[src/rtl/operand_fetch_stage.sv]
// Register-read stage between the 8x16 register file and the ALU: bypasses the write port,
// stalls on load-use hazards and holds a registered operand bundle under valid/ready.
module operand_fetch_stage #(
    parameter int n         = 16,
    parameter int addr_size = 3,
    parameter int opw       = 5
) (
    input  logic                 Clock,
    input  logic                 nReset,
    input  logic                 in_valid,
    output logic                 in_ready,
    input  logic [addr_size-1:0] in_rs1,
    input  logic [addr_size-1:0] in_rs2,
    input  logic [addr_size-1:0] in_rd,
    input  logic [opw-1:0]       in_op,
    input  logic [n-1:0]         in_imm,
    input  logic                 in_use_imm,
    output logic [addr_size-1:0] Rs1,
    output logic [addr_size-1:0] Rs2,
    input  logic [n-1:0]         Rd1,
    input  logic [n-1:0]         Rd2,
    input  logic                 wb_we,
    input  logic [addr_size-1:0] wb_rw,
    input  logic [n-1:0]         wb_wdata,
    input  logic                 ex_load_pending,
    input  logic [addr_size-1:0] ex_load_rd,
    output logic                 out_valid,
    input  logic                 out_ready,
    output logic [n-1:0]         out_a,
    output logic [n-1:0]         out_b,
    output logic [n-1:0]         out_sdata,
    output logic [opw-1:0]       out_op,
    output logic [addr_size-1:0] out_rd,
    output logic [15:0]          stall_cnt
);

    // Handshake: a transfer happens on any edge where valid && ready are both high;
    // valid never depends on ready, and a held bundle stays stable except for writeback refresh.

    logic                 valid_q, valid_d;
    logic [n-1:0]         a_q, a_d;
    logic [n-1:0]         b_q, b_d;
    logic [n-1:0]         sdata_q, sdata_d;
    logic [opw-1:0]       op_q, op_d;
    logic [addr_size-1:0] rd_q, rd_d;
    logic [addr_size-1:0] rs1_q, rs1_d;
    logic [addr_size-1:0] rs2_q, rs2_d;
    logic                 use_imm_q, use_imm_d;
    logic [15:0]          cnt_q, cnt_d;

    logic         hazard;
    logic         capture;
    logic [n-1:0] src_a;
    logic [n-1:0] src_b;

    assign Rs1 = in_rs1;
    assign Rs2 = in_rs2;

    // The register file returns the old value on a same-cycle write, hence the bypass.
    assign src_a = (wb_we && wb_rw == in_rs1) ? wb_wdata : Rd1;
    assign src_b = (wb_we && wb_rw == in_rs2) ? wb_wdata : Rd2;

    assign hazard = in_valid && ex_load_pending &&
                    (ex_load_rd == in_rs1 || (ex_load_rd == in_rs2 && !in_use_imm));
    assign in_ready = !hazard && (!valid_q || out_ready);
    assign capture  = in_valid && in_ready;

    always_comb begin
        valid_d   = valid_q;
        a_d       = a_q;
        b_d       = b_q;
        sdata_d   = sdata_q;
        op_d      = op_q;
        rd_d      = rd_q;
        rs1_d     = rs1_q;
        rs2_d     = rs2_q;
        use_imm_d = use_imm_q;
        cnt_d     = cnt_q;

        if (capture) begin
            valid_d   = 1'b1;
            a_d       = src_a;
            sdata_d   = src_b;
            b_d       = in_use_imm ? in_imm : src_b;
            op_d      = in_op;
            rd_d      = in_rd;
            rs1_d     = in_rs1;
            rs2_d     = in_rs2;
            use_imm_d = in_use_imm;
        end else if (valid_q && out_ready) begin
            valid_d = 1'b0;
        end else if (valid_q && wb_we) begin
            if (wb_rw == rs1_q) a_d = wb_wdata;
            if (wb_rw == rs2_q) begin
                sdata_d = wb_wdata;
                if (!use_imm_q) b_d = wb_wdata;
            end
        end

        if (hazard && cnt_q != 16'hFFFF) cnt_d = cnt_q + 16'd1;
    end

    always_ff @(posedge Clock or negedge nReset) begin
        if (!nReset) begin
            valid_q   <= 1'b0;
            a_q       <= '0;
            b_q       <= '0;
            sdata_q   <= '0;
            op_q      <= '0;
            rd_q      <= '0;
            rs1_q     <= '0;
            rs2_q     <= '0;
            use_imm_q <= 1'b0;
            cnt_q     <= '0;
        end else begin
            valid_q   <= valid_d;
            a_q       <= a_d;
            b_q       <= b_d;
            sdata_q   <= sdata_d;
            op_q      <= op_d;
            rd_q      <= rd_d;
            rs1_q     <= rs1_d;
            rs2_q     <= rs2_d;
            use_imm_q <= use_imm_d;
            cnt_q     <= cnt_d;
        end
    end

    assign out_valid = valid_q;
    assign out_a     = a_q;
    assign out_b     = b_q;
    assign out_sdata = sdata_q;
    assign out_op    = op_q;
    assign out_rd    = rd_q;
    assign stall_cnt = cnt_q;

endmodule

[config.mk]
export PLATFORM = sky130hd
export DESIGN_NAME = operand_fetch_stage
export DESIGN_NICKNAME = d
export VERILOG_FILES = /design/src/rtl/operand_fetch_stage.sv
export SDC_FILE = /design/constraint.sdc
export NUM_CORES = 1
export LEC_CHECK = 0
export BUFFER_PORTS_ARGS = -buffer_cell sky130_fd_sc_hd__buf_2
export CORE_ASPECT_RATIO = 0.6
export CORE_MARGIN = 10
export CORE_UTILIZATION = 35
export DETAILED_ROUTE_END_ITERATION = 10
export GPL_ROUTABILITY_DRIVEN = 0
export GPL_TIMING_DRIVEN = 0
export PLACE_DENSITY_LB_ADDON = 0.12
export SYNTH_ARGS = -nofsm -noshare
export SYNTH_HDL_FRONTEND = slang
export SYNTH_SLANG_ARGS = --single-unit
[constraint.sdc]
create_clock -name Clock -period 5.15 [get_ports Clock]
set_clock_uncertainty 0.05 [all_clocks]
set_input_delay 0.515 -clock Clock [delete_from_list [all_inputs] [get_ports Clock]]
set_output_delay 0.515 -clock Clock [all_outputs]
set_load 0.03 [all_outputs]
# Word-level counts from Yosys, hierarchy flattened
# Cells that the tools add are included.
# word_totals
input_bits,91
reg_bits,80
wordCells,60
# classes
n_addsub,1
n_reduce_logical,22
eq_ne,9
n_mux,18
# ops
operator,n
$mux W16,16
$eq A3 B3 Y1,6
$add A16 B1 Y16 const B,1
$ne A16 B16 Y1 const B,1
$logic_and A1 B1 Y1,10
$reduce_bool A2 Y1,4
$reduce_and A3 Y1,2
$reduce_and A4 Y1,1
$logic_not A1 Y1,3
$logic_or A1 B1 Y1,2
$mux W1,2
$ne A2 B1 Y1 const B,1
$ne A2 B2 Y1 const B,1

# Longest topological paths before layout
# Gate-level depths: netlist (run 1).
# depth
word_depth,9
mapped_depth,9
mapped_depth_nobuf,6

# Worst setup path after synthesis (run 1)
# OpenSTA, ideal clock, no wires.
# synth_path
kind,input -> register
from,input in_rs1[2]
to,register sdata_q[0] (netlist: out_sdata[0])
setup_ns,0.123
t_arrival_ns,2.180
slack_ns,2.798
required_time_ns,4.977
cell_stages,8
n_path_buf,3
cell_sequence,xor2_1 or4_4 buf_6 and4_4 buf_6 buf_6 or3_1 o221a_2
# synth_via
elab_chain_len,8
word_cells_on_any_way,11
classes_between,eq/ne: 2; mux: 1; reduce/logical: 8
# synth_rtl
item,line,rtl
from (decl),12,"input logic [addr_size-1:0] in_rs1,"
$eq A3 B3 Y1 (*),64,(ex_load_rd == in_rs1 || (ex_load_rd == in_rs2 && !in_use_imm));
$logic_or A1 B1 Y1 (*),64,
$logic_and A1 B1 Y1 (*),63,assign hazard = in_valid && ex_load_pending &&
$logic_not A1 Y1 (*),65,assign in_ready = !hazard && (!valid_q || out_ready);
$logic_and A1 B1 Y1 (*),65,
$logic_and A1 B1 Y1 (*),66,assign capture = in_valid && in_ready;
$ne A2 B2 Y1 (no source line) or $reduce_bool A2 Y1 (tied branches),--,
$reduce_and A3 Y1 (no source line),--,
to (signal assigned),119,sdata_q <= sdata_d;
to (decl),43,"logic [n-1:0] sdata_q, sdata_d;"
# Mark *: on every way between the ends. The rest lies on a longest branch, timed or not.
# A chain may end at the register's enable or synchronous reset.

# Worst setup path in the final report (run 1)
# layout_path
from,input wb_rw[2]
to,register a_q[1] (netlist: out_a[1])
# layout_via
elab_chain_len,4
word_cells_on_any_way,7
classes_between,eq/ne: 2; mux: 2; reduce/logical: 3
# layout_rtl
item,line,rtl
from (decl),23,"input logic [addr_size-1:0] wb_rw,"
$eq A3 B3 Y1,60,assign src_a = (wb_we && wb_rw == in_rs1) ? wb_wdata : Rd1;
$logic_and A1 B1 Y1,60,
$mux W16,60,
$mux W16,80,if (capture) begin
to (signal assigned),106,a_q <= '0;
to (signal assigned),117,a_q <= a_d;
to (decl),41,"logic [n-1:0] a_q, a_d;"
# Several ways; a longest one is shown, not always the timed one.

==> out/metrics.yaml, run 1 <==
viasPerCell: 5.27
netlist_area_um2: 4090
io_buffers: 168
power_leakage_uw: 0.00272
arrival_ps: 2760
antenna_found_initial: 0
critPathTopFamily: "compound AO/OA/AOI/OAI gates"
setup_viol: 0
htree_levels: 3
power_density_nw_per_um2: 395
die_width_um: 159
crit_buf_inv: 2
slew_headroom_pct: 48.5
core_um2: 11300
ctsResizeCount: 0
path_depth: 6
power_uw: 2150
synthesis.nets: 453
fin_tns_setup_ps: 0
crit_required_ps: 5390
post_cts_buffers: 0
numCtsBuffers: 9
synth_cells: 361
clk_latency_ps: 340
clkTransAtPathRegs_ps: 60
timing.final.ws_setup_ps: 2630
cp_slowest_cell: "o22ai_1"
final_cells: 705
synth.avg_cell_area_um2: 11.3
ff_latch_area_um2: 2000
drt-total-wl_um: 15000
status: "complete, no violations"
rows: 30
grt-ovfl-total: 0
crit_type: "input port to flip-flop"
drtAntennaViolNets: 0
ir_worst_vdd_uv: 160
synth_xor_area_share_pct: 6.86
period_minus_slack_ps: 2520
drtIter0Drc: 198
syn2layout_area_growth_pct: 33.5
antennaDiodeCount: 0
cp-end-kind: "flip-flop"
crit_chain: "clkbuf_1 -> xnor2_1 -> nand4_1 -> o22ai_1 -> clkbuf_1 -> a221o_1"
ys_seq_area_share_pct: 49.0
finalHoldViolCount: 0
yosys_register_bits: 80
io-pin-count: 171
cts_buffer_depth: 2
cts_hold_buf: 0
grt_use_total_pct: 17.7
wire_per_inst_um: 21.2
grt_max_degree: 45
wl_met2_um: 6610
ys.warnings.count: 0
synthAdderAreaFrac_pct: 0.306
wl_met3_um: 1090
yosys.area_share.simple_pct: 15.9
drc: 0
fin_crit_sh_pct: 49.0
muxShareOfSynthArea_pct: 6.67
rsz0062_at_grt: "false"
drive_gt1_share_pct: 43.9
fill_cells: 1085
drv_slew: 0
netlist-cell-type-count: 43
multi_input_area_um2: 1880
maxCapViolCount: 0
clkSinkCount: 80
highest_layer: "met4"
fmax_ghz: 0.396
vias: 3715
drt_first_pass_iters: 4
dp_slack_ps: 2230
nets: 633
cts_tree: "yes"
critPathMostFrequentCell: "clkbuf_1"
die_h_um: 104
worstHoldPathType: "input port to asynchronous set/reset pin"
reg2reg_depth: 7
cpPeakStageDelay_ps: 740
worst_pin_slew_ps: 772
synth_compound_area_share_pct: 16.4
wl_met1_um: 7100
first_global_vias: 3986
dpl.hpwl_um: 11300
place_inst: 690
startpoint_type: "input port"
root_buffer: "clkbuf_16"
synth_top_family_by_area: "compound AO/OA/AOI/OAI gates"
die-area_um2: 16500
start_util_pct: 36.0
timing.hold.ws_ps: 97.0
cp_max_fo: 10
grt_first_pass_wirelength_um: 23200
==> cells in the mapped netlist (all sizes together) <==
cell,count,area [um2]
and3b,2,17.5
o221a,16,180
nor2,24,105
o21ai,1,5.00
nor2b,1,6.26
and3,18,114
nand4,8,56.3
nand2b,2,12.5
mux2i,16,160
dfrtp,80,2000
xor2,9,78.8
o22ai,1,6.26
a22oi,1,12.5
mux2,10,113
and4,3,28.8
nor3,1,5.00
and2,1,6.26
or4,1,11.3
a221o,32,320
a2111o,1,11.3
nor4b,1,8.76
or3b,1,8.76
a211oi,15,113
or3,16,100
xnor2,23,201
a21oi,2,21.3
ha,1,12.5
nand3,6,30.0
inv,3,11.3
clkbuf,10,37.5
or2b,1,7.51
nand2,31,124
buf,22,153
nor4,1,6.26
==> final timing paths <==
check                               start  slack (ps)            end
worst max register to register  out_valid        2710      out_b[13]
worst max-delay path             wb_rw[2]        2630       out_a[1]
worst min register to register  use_imm_q         440      use_imm_q
min in group Clock               in_op[4]         340      out_op[4]
max in group asynchronous          nReset        4350  out_sdata[12]
worst min-delay path               nReset         100      out_op[3]
==> metal layers <==
metal | up-vias | GRT usage, %
li1 | 1719 | -
met1 | 1845 | 23.5
met2 | 135 | 26.5
met3 | 16 | 6.56
met4 | 0 | 4.48
met5 | - | 0
==> layout make-up <==
| cell class | count | area share [%] |
|---|---|---|
| inverter | 3 | 0.206 |
| clock buffer | 10 | 4.38 |
| clock inverter | 5 | 1.06 |
| sequential | 80 | 36.7 |
| buffer | 32 | 3.49 |
| tap | 160 | 3.67 |
| timing repair buffer | 169 | 16.0 |
| multi-input combinational | 246 | 34.5 |
==> cells in the final DEF (no fill, tap or decap), drive strengths merged, types with 2 or more instances in the layout <==
| master | netlist | layout |
|---|---|---|
| buf | 22 | 191 |
| dfrtp | 80 | 80 |
| a221o | 32 | 32 |
| nand2 | 31 | 31 |
| nor2 | 24 | 24 |
| xnor2 | 23 | 23 |
| clkbuf | 10 | 20 |
| and3 | 18 | 18 |
| mux2i | 16 | 16 |
| or3 | 16 | 16 |
| o221a | 16 | 16 |
| a211oi | 15 | 15 |
| mux2 | 10 | 10 |
| xor2 | 9 | 9 |
| nand4 | 8 | 8 |
| nand3 | 6 | 6 |
| inv | 3 | 3 |
| clkinvlp | 0 | 3 |
| and4 | 3 | 3 |
| and3b | 2 | 2 |
| nand2b | 2 | 2 |
| a21oi | 2 | 2 |
==> through the flow <==
stage               area (um2)  utilization [%]
global placement          5130             45.2
CTS                       5450             48.1
floorplan                 4090                -
finish                    5450             48.1
detailed placement        5160             45.5
global route              5450             48.1
==> flip-flops by register name (all words and copies together), names as in the netlist <==
register / flops
rs1_q: 3
out_sdata: 16
out_b: 16
use_imm_q: 1
out_a: 16
stall_cnt: 16
rs2_q: 3
out_rd: 3
out_valid: 1
out_op: 5
==> where the power goes <==
| group | internal [uW] | switching (uW) |
|---|---|---|
| clock network | 385 | 267 |
| logic | 247 | 433 |
| registers | 742 | 80.7 |
| total | 1370 | 781 |
==> kinds of logic after synthesis <==
family | after synthesis
flip-flops | 80
XOR/XNOR | 32
adder cells (fa/ha/maj) | 1
AND/OR/NAND/NOR | 118
AO/OA/AOI/OAI | 69
multiplexers | 26
buffers and inverters | 35
No activity file was read; power rests on OpenSTA's default activity.
==> run 2, diff against run 1 <==
clock period = 2.48 ns   (was 5.15 ns; I/O delays follow)
==> run 2 against run 1 <==
Net effect:
- final cell count grew 0.14%
- sequential power grew 110%
- non-clock buffer count up 1
- critical path depth is 2 higher
- highest routed layer unchanged
==> out/metrics.yaml, run 2 (synthesis results as in run 1) <==
status: "complete, no violations"
cp_max_fo: 10  # unchanged
dpl.hpwl_um: 11300  # unchanged
drtAntennaViolNets: 0  # unchanged
cts_buffer_depth: 2  # unchanged
ir_worst_vdd_uv: 327  # +100%
io_buffers: 168  # unchanged
die-area_um2: 16500  # unchanged
clk_latency_ps: 340  # about the same
drc: 0  # unchanged
drt-total-wl_um: 14900  # -0.53%
cts_tree: "yes"
start_util_pct: 36.0  # unchanged
maxCapViolCount: 0  # unchanged
syn2layout_area_growth_pct: 33.9
clkSinkCount: 80  # unchanged
antennaDiodeCount: 0  # unchanged
arrival_ps: 2510  # -250 ps
grt-ovfl-total: 0  # unchanged
final_cells: 706  # +0.14%
slew_headroom_pct: 52.0  # +3.5 points
die_width_um: 159  # unchanged
place_inst: 690  # unchanged
nets: 634  # +0.16%
final_cell_mix: "buf_2, dfrtp_1, a221o_1"
htree_levels: 3  # unchanged
setup_viol: 0  # unchanged
numCtsBuffers: 9  # unchanged
vias: 3752  # +1.0%
io-pin-count: 171  # unchanged
grt_max_degree: 45  # unchanged
die_h_um: 104  # unchanged
grt_use_total_pct: 17.7  # about the same
drive_gt1_share_pct: 44.1  # +0.29 points
power_leakage_uw: 0.00273  # +0.34%
crit_required_ps: 2660  # -2730 ps
drt_first_pass_iters: 4  # unchanged
post_cts_buffers: 0  # unchanged
final_common_cell: "buf_2"
period_minus_slack_ps: 2340
rows: 30  # unchanged
startpoint_type: "flip-flop"
viasPerCell: 5.31  # +0.85%
crit_type: "flip-flop to flip-flop"
power_density_nw_per_um2: 818  # +110%
fmax_ghz: 0.428
antenna_found_initial: 0  # unchanged
drv_slew: 0  # unchanged
wire_per_inst_um: 21.1  # -0.67%
rsz0062_at_grt: "true"
cp-end-kind: "flip-flop"
worstHoldPathType: "input port to flip-flop"
worst_pin_slew_ps: 719  # -52.5 ps
core_um2: 11300  # unchanged
root_buffer: "clkbuf_16"
fin_crit_sh_pct: 94.3
power_uw: 4480  # +110%
grt_first_pass_wirelength_um: 23200  # about the same
finalHoldViolCount: 0  # unchanged
first_global_vias: 3990  # +0.10%
clkTransAtPathRegs_ps: 60  # about the same
drtIter0Drc: 218  # +10%
-- run 2: cell types whose count changed in the layout (fill, tap and decap cells not counted) --
| cell | before | now |
|---|---|---|
| o22ai_1 | 1 | 0 |
| clkbuf_1 | 10 | 9 |
| clkbuf_2 | 0 | 1 |
| o22ai_2 | 0 | 1 |
| dlygate4sd3_1 | 0 | 1 |
-- run 2: final timing paths --
| path | startpoint | end | slack [ps] | cells past startpoint |
|---|---|---|---|---|
| min in group asynchronous | nReset | out_op[3] | 370 | 2 |
| min reg2reg | use_imm_q | use_imm_q | 440 | 2 |
| max in group asynchronous | nReset | out_sdata[12] | 1400 | 3 |
| max | out_valid | out_b[13] | 140 | 8 |
| min | in_op[4] | out_op[4] | 80 | 2 |
| max reg2reg | out_valid | out_b[13] | 140 | 8 |
-- run 2: critical path, cell delays in order, from the launching register on --
cell and delay [ps]:
dfrtp_1 360, and3b_1 200, and4_1 180, clkbuf_1 380
nor2b_1 180, buf_2 240, nor2_4 90, buf_2 220
a221o_1 320
-- run 2: final cells by class --
class / instances / area [um2]
fill: 1087 / 5860
sequential: 80 / 2000
clock buffer: 10 / 239
buffer: 32 / 191
clock inverter: 5 / 57.6
tap: 160 / 200
timing repair buffer: 170 / 881
multi-input combinational: 246 / 1890
inverter: 3 / 11.3
-- run 2: where the power goes --
group	internal (uW)	switching, uW	total, uW
Combinational	514	900	1410
Clock	800	555	1350
Sequential	1540	167	1710
Total	2850	1620	4480
-- run 2: metal layers --
layer / GRT usage, % / share of wire (%) / vias up / wire [um]
li1: - / - / 1716 / -
met5: 0 / 0 / - / 0
met4: 4.48 / 1.2 / 0 / 172
met3: 6.56 / 7.6 / 15 / 1130
met2: 26.5 / 44 / 164 / 6520
met1: 23.6 / 47 / 1857 / 7070
-- run 2: through the flow --
step | hold WS, ps | area [um2] | setup TNS (ps) | util [%] | setup WS, ps
2_1_floorplan | -97.6 | 4090 | 0 | - | 379
3_3_place_gp | 415 | 5130 | -1230 | 45.2 | -122
3_5_place_dp | 215 | 5160 | -2360 | 45.5 | -172
4_1_cts | 74.4 | 5460 | 0 | 48.2 | 34.8
5_1_grt | 78.1 | 5470 | -8.65 | 48.3 | -8.65
6_report | 76.4 | 5470 | 0 | 48.3 | 142
-- run 2: timing repair --
| action | in CTS | in global routing |
|---|---|---|
| endpoints found under the setup margin | 0 | 13 |
| gates resized for setup | 0 | 3 |
| hold buffers | 1 | 0 |
| endpoints found under the hold margin | 36 | 0 |
